==> src/rtl/picomips_core_p.sv <==
// picomips_core_p: parametrised accumulator processor, FETCH/LOAD/EXEC over an external synchronous ROM.
// Build option PICOMIPS_SAT_EN: ADD/ADDI/MULI results saturate instead of wrapping.
module picomips_core_p #(
  parameter int DATA_W    = 8,
  parameter int ARG_W     = 5,
  parameter int NREGS     = 2,
  parameter int PC_W      = 5,
  parameter int FRAC_W    = 2,
  parameter int IMM_SHIFT = 1
) (
  input  logic              Clock,
  input  logic              nReset,
  input  logic [DATA_W-1:0] sw_data,
  input  logic              sw_flag,
  output logic [PC_W-1:0]   instr_addr,
  input  logic [ARG_W+2:0]  instr_data,
  output logic [DATA_W-1:0] led,
  output logic              waiting
);
  localparam int INSTR_W = ARG_W + 3;
  localparam int W       = 2*DATA_W + ARG_W + IMM_SHIFT + 2;

  typedef enum logic [1:0] {S_FETCH, S_LOAD, S_EXEC} state_t;
  typedef enum logic [2:0] {OP_JMP, OP_LSW, OP_RTA, OP_ATR, OP_ADD, OP_ADDI, OP_MULI, OP_HEI} op_t;

  state_t              state_reg;
  logic [PC_W-1:0]     pc_reg;
  logic [DATA_W-1:0]   acc_reg;
  logic [DATA_W-1:0]   rd_reg;
  logic [DATA_W-1:0]   rd_next;
  logic [DATA_W-1:0]   alu_out;
  logic [INSTR_W-1:0]  ir_reg;
  logic [DATA_W-1:0]   regs_reg [NREGS];
  op_t                 op;
  logic [ARG_W-1:0]    ir_arg;
  logic [ARG_W-1:0]    ld_arg;
  logic signed [W-1:0] acc_w;
  logic signed [W-1:0] rd_w;
  logic signed [W-1:0] arg_w;
  logic signed [W-1:0] res_w;
  logic                stall;
  logic                reg_wr;

  assign op         = op_t'(ir_reg[INSTR_W-1 -: 3]);
  assign ir_arg     = ir_reg[ARG_W-1:0];
  assign ld_arg     = instr_data[ARG_W-1:0];
  assign stall      = (op == OP_HEI) && (sw_flag == ir_arg[0]);
  assign reg_wr     = (state_reg == S_EXEC) && (op == OP_ATR);
  assign instr_addr = pc_reg;
  assign led        = acc_reg;

  // Register indices beyond NREGS read as zero and are never written.
  always_comb begin
    rd_next = '0;
    for (int i = 0; i < NREGS; i++)
      if (32'(ld_arg) == i) rd_next = regs_reg[i];
  end

  always_ff @(posedge Clock or negedge nReset) begin
    if (!nReset) begin
      for (int i = 0; i < NREGS; i++) regs_reg[i] <= '0;
    end else if (reg_wr) begin
      for (int i = 0; i < NREGS; i++)
        if (32'(ir_arg) == i) regs_reg[i] <= acc_reg;
    end
  end

  // Arithmetic is carried out wide enough that no intermediate overflows.
  always_comb begin
    acc_w = W'($signed(acc_reg));
    rd_w  = W'($signed(rd_reg));
    arg_w = W'($signed(ir_arg));
    case (op)
      OP_ADD:  res_w = acc_w + rd_w;
      OP_ADDI: res_w = acc_w + (arg_w <<< IMM_SHIFT);
      OP_MULI: res_w = (acc_w * arg_w) >>> FRAC_W;
      default: res_w = acc_w;
    endcase
  end

`ifdef PICOMIPS_SAT_EN
  localparam logic signed [W-1:0] SAT_MAX = W'((2**(DATA_W-1)) - 1);
  localparam logic signed [W-1:0] SAT_MIN = ~SAT_MAX;

  always_comb begin
    if (res_w > SAT_MAX)      alu_out = SAT_MAX[DATA_W-1:0];
    else if (res_w < SAT_MIN) alu_out = SAT_MIN[DATA_W-1:0];
    else                      alu_out = res_w[DATA_W-1:0];
  end
`else
  logic unused_hi;
  assign unused_hi = ^res_w[W-1:DATA_W];
  assign alu_out   = res_w[DATA_W-1:0];
`endif

  always_ff @(posedge Clock or negedge nReset) begin
    if (!nReset) begin
      state_reg <= S_FETCH;
      pc_reg    <= '0;
      acc_reg   <= '0;
      ir_reg    <= '0;
      rd_reg    <= '0;
      waiting   <= 1'b0;
    end else begin
      case (state_reg)
        S_FETCH: state_reg <= S_LOAD;
        S_LOAD: begin
          ir_reg    <= instr_data;
          rd_reg    <= rd_next;
          state_reg <= S_EXEC;
        end
        S_EXEC: begin
          if (stall) begin
            waiting <= 1'b1;
          end else begin
            waiting   <= 1'b0;
            state_reg <= S_FETCH;
            pc_reg    <= (op == OP_JMP) ? PC_W'(ir_arg) : pc_reg + PC_W'(1);
            case (op)
              OP_LSW:                   acc_reg <= sw_data;
              OP_RTA:                   acc_reg <= rd_reg;
              OP_ADD, OP_ADDI, OP_MULI: acc_reg <= alu_out;
              default: ;
            endcase
          end
        end
        default: state_reg <= S_FETCH;
      endcase
    end
  end
endmodule

==> config.mk <==
export PLATFORM = sky130hd
export DESIGN_NAME = picomips_core_p
export DESIGN_NICKNAME = d
export VERILOG_FILES = /design/src/rtl/picomips_core_p.sv
export SDC_FILE = /design/constraint.sdc
export NUM_CORES = 1
export LEC_CHECK = 0
export ABC_AREA = 1
export CORE_AREA = 2 2 94 163
export DETAILED_ROUTE_END_ITERATION = 10
export DIE_AREA = 0 0 96 165
export SYNTH_ARGS = -nofsm -noshare
export SYNTH_HDL_FRONTEND = slang
export SYNTH_SLANG_ARGS = --single-unit
==> constraint.sdc <==
create_clock -name Clock -period 4.05 [get_ports Clock]
set_input_delay 0.81 -clock Clock [delete_from_list [all_inputs] [get_ports Clock]]
set_output_delay 0.81 -clock Clock [all_outputs]
set_load 0.02 [all_outputs]
==> summary.md <==
| Metric | Value |
|---|---|
| Core ar. | 0.01444 mm^2 |
| DP Area | 0.004847 mm^2 |
| Chip width | 96 um |
| Largest family of logic cells by synthesized area | simple AND/OR/NAND/NOR gates |
| Io pins | 33 |
| Slew Limit Fails | 0 |
| Max reg flops | 16 |
| Post-layout minimum cycle time | 3784 ps |
| Via-per-instance ratio | 4.719 |
| DR iter-0 viols | 177 |
| Per-cell routed wire length | 14.63 um |
| Synth Warn # | 0 |
| Number of nets still failing antenna checks after routing | 0 |
| Outcome | finished clean |
| Synth Net Count | 644 |
| Synth Area in Simple Gates | 0.2501 |
| Fill cells | 1518 |
| Critical Path AT | 3960 ps |
| Largest area contributor in the netlist | dfrtp_1 |
| Hold_sp | state_reg[1] |
| Largest fanout on the critical path | 9 |
| Slowest cell on the critical path | dfrtp_1 |
| First-pass GRT wire length | 19.06 mm |
| Final WL | 11.64 mm |
| Mux contribution to synthesized area | 0.01581 |
| Vias in the first global route | 3943 |
| Achievable Freq | 0.2643 GHz |
| Die area | 0.01584 mm^2 |
| Hold_buf cts | 0 |
| FF-to-FF setup slack | 270 ps |
| Endpoints failing hold | 0 |
| Initial antenna violation count | 0 |
| Synth top area share | 0.2811 |
| Post-cts resize count | 0 |
| Post-Syn Instances | 574 |
| Design Area, Final | 0.004995 mm^2 |
| Worst Setup Start Kind | flip-flop |
| Worst hold path class | reg -> reg |
| XOR/XNOR share of the synthesized area | 0.01435 |
| Top cells by area, synth | dfrtp_1, nand2_1, inv_1 |
| Worst-skew pair later-pin latency | 290 ps |
| Max cap viols | 0 |
| Adder-Cell Fraction of Synth Area | 0.1845 |
| GRT overflow | 0 |
| CTS tree | done |
| Die Span Y | 165 um |
| Final period util | 0.9342 |
| Worst-margin pin slew | 888.2 ps |
| Htree depth | 2 |
| Row count | 58 |
| Final setup violation count | 0 |
| Critical-path cell list | nand2_1 > fa_1 > fa_1 > fa_1 > inv_1 > fa_1 > or2_2 > nand3_1 > nand3_1 > a31oi_1 > o22ai_2 |
| IO buf count | 32 |
| Root buf cell | clkbuf_16 |
| Async S/R FF share, synth | 1.000 |
| Final Core Density | 0.3459 |
| Layout cells sized above 1 | 0.1201 |
| DR top layer | met4 |
| Top cell by count, worst path | fa_1 |
| RR Endpoint | led[3] |
| Worst min-delay path endpoint | state_reg[0] |
| Post CTS Setup Buffer Count | 0 |
| Area grow syn2layout | 16.90% |
| Sink Count | 48 |
| Starting Density | 0.2959 |
| R2r worst-path depth | 11 |
| Nets | 685 |
| Worst Hold Path Cells | 1 |
| Post-detailed-placement half-perimeter wirelength | 9.891 mm |
| Critical path type | reg -> reg |
| Synth Flop Type | dfrtp_1 |
| Largest net degree at the start of global routing | 29 |
| Synth cell types | 40 |
| Synth Cell Area | 0.004273 mm^2 |
| Sum Neg Setup Slack | 0 ps |
| WL met3 | 197 um |
| Num CTS Buffers | 5 |
| Max_slew headroom | 0.4064 |
| Worst Setup End Kind | flip-flop |
| Synth Area in Compound Gates | 0.1329 |
| Syn Area/Cell | 7.444 um^2 |
| Most frequent cell after synthesis | nand2_1 |
| WL met1 | 4.148 mm |
| Via count | 3756 |
| DR DRC count | 0 |
| GRT Total Usage | 0.1590 |
| Crit path required time | 4220 ps |
| Sequential cell area fraction in the yosys report | 0.2811 |
| Reg2reg start | ir_reg[0] |
| Number of synthesized flops with an enable pin | 0 |
| Reg clk slew, reported paths | 60 ps |
| Metal2 WL | 6.453 mm |
| Layout Skew | 4.557 ps |
| #FFs+latches synth | 48 |
| Most frequent cells after synthesis | nand2_1, inv_1, dfrtp_1, nor2_1, nand3_1 |
| ANT cells | 0 |
| Slowest stage delay, CP | 620 ps |
| Largest buffer count on any clock path | 2 |
| GPL Wtd Cong | 0.9079 |
| Initial DRT Pass Iterations | 5 |
| Unrepaired setup endpoints after global routing | false |
worst max-delay path: cells and delay by family (launching register included):
family,cells,cell delay [ps]
adder cells (fa/ha/maj),4,1990
AND/OR/NAND/NOR,4,650
flip-flops,1,620
AO/OA/AOI/OAI,2,330
buffers and inverters,1,70
cell type report:
class | count | area, um^2 | area share
clock buffer | 6 | 128.9 | 0.02580
clock inverter | 2 | 16.27 | 0.003257
inverter | 119 | 454.2 | 0.09093
multi-input combinational | 396 | 2556 | 0.5118
sequential | 48 | 1201 | 0.2405
tap | 180 | 225.2 | 0.04509
timing repair buffer | 45 | 412.9 | 0.08267
metal layers:
metal  track usage  up-vias
met5             0        -
met4        0.1123        0
met3       0.01232       37
met2        0.2999       71
met1        0.1570     1748
li1              -     1900
worst max-delay path by stage:
| stage | endpoint | depth (start not counted) | startpoint |
|---|---|---|---|
| finish | led[3] | 11 | ir_reg[0] |
| CTS | led[6] | 18 | ir_reg[3] |
| global placement | led[6] | 18 | led[4] |
| detailed placement | led[6] | 18 | ir_reg[3] |
| global route | led[6] | 18 | ir_reg[2] |
| floorplan | led[6] | 18 | led[4] |
layout by cell type, fill, tap and decap left out, types with 13 or more instances in the layout:
cell / Yosys / final
ha_1: 31 / 30
nand2_1: 140 / 140
clkdlybuf4s50_1: 0 / 31
a21oi_1: 27 / 27
dfrtp_1: 48 / 48
nor2_1: 42 / 42
nand3_1: 32 / 32
inv_1: 108 / 107
fa_1: 20 / 20
buf_4: 0 / 13
stage by stage:
step	hold slack (ps)	instances	setup WS (ps)
4_1_cts	445.3	796	246.2
3_5_place_dp	436.4	788	261.3
5_1_grt	466.2	796	17.20
3_3_place_gp	436.6	788	331.5
6_report	442.2	796	266.5
2_1_floorplan	418.9	574	351.3
logic make-up (layout without fill, tap and decap cells):
| kind of cell | count (synthesis) | after routing |
|---|---|---|
| flip-flops | 48 | 48 |
| multiplexers | 6 | 6 |
| adder cells (fa/ha/maj) | 51 | 51 |
| AND/OR/NAND/NOR | 243 | 243 |
| AO/OA/AOI/OAI | 89 | 89 |
| XOR/XNOR | 7 | 7 |
| buffers and inverters | 130 | 172 |
Power is not shown: default switching activity piles up to over one toggle a cycle in this logic, so the estimate is an artifact.
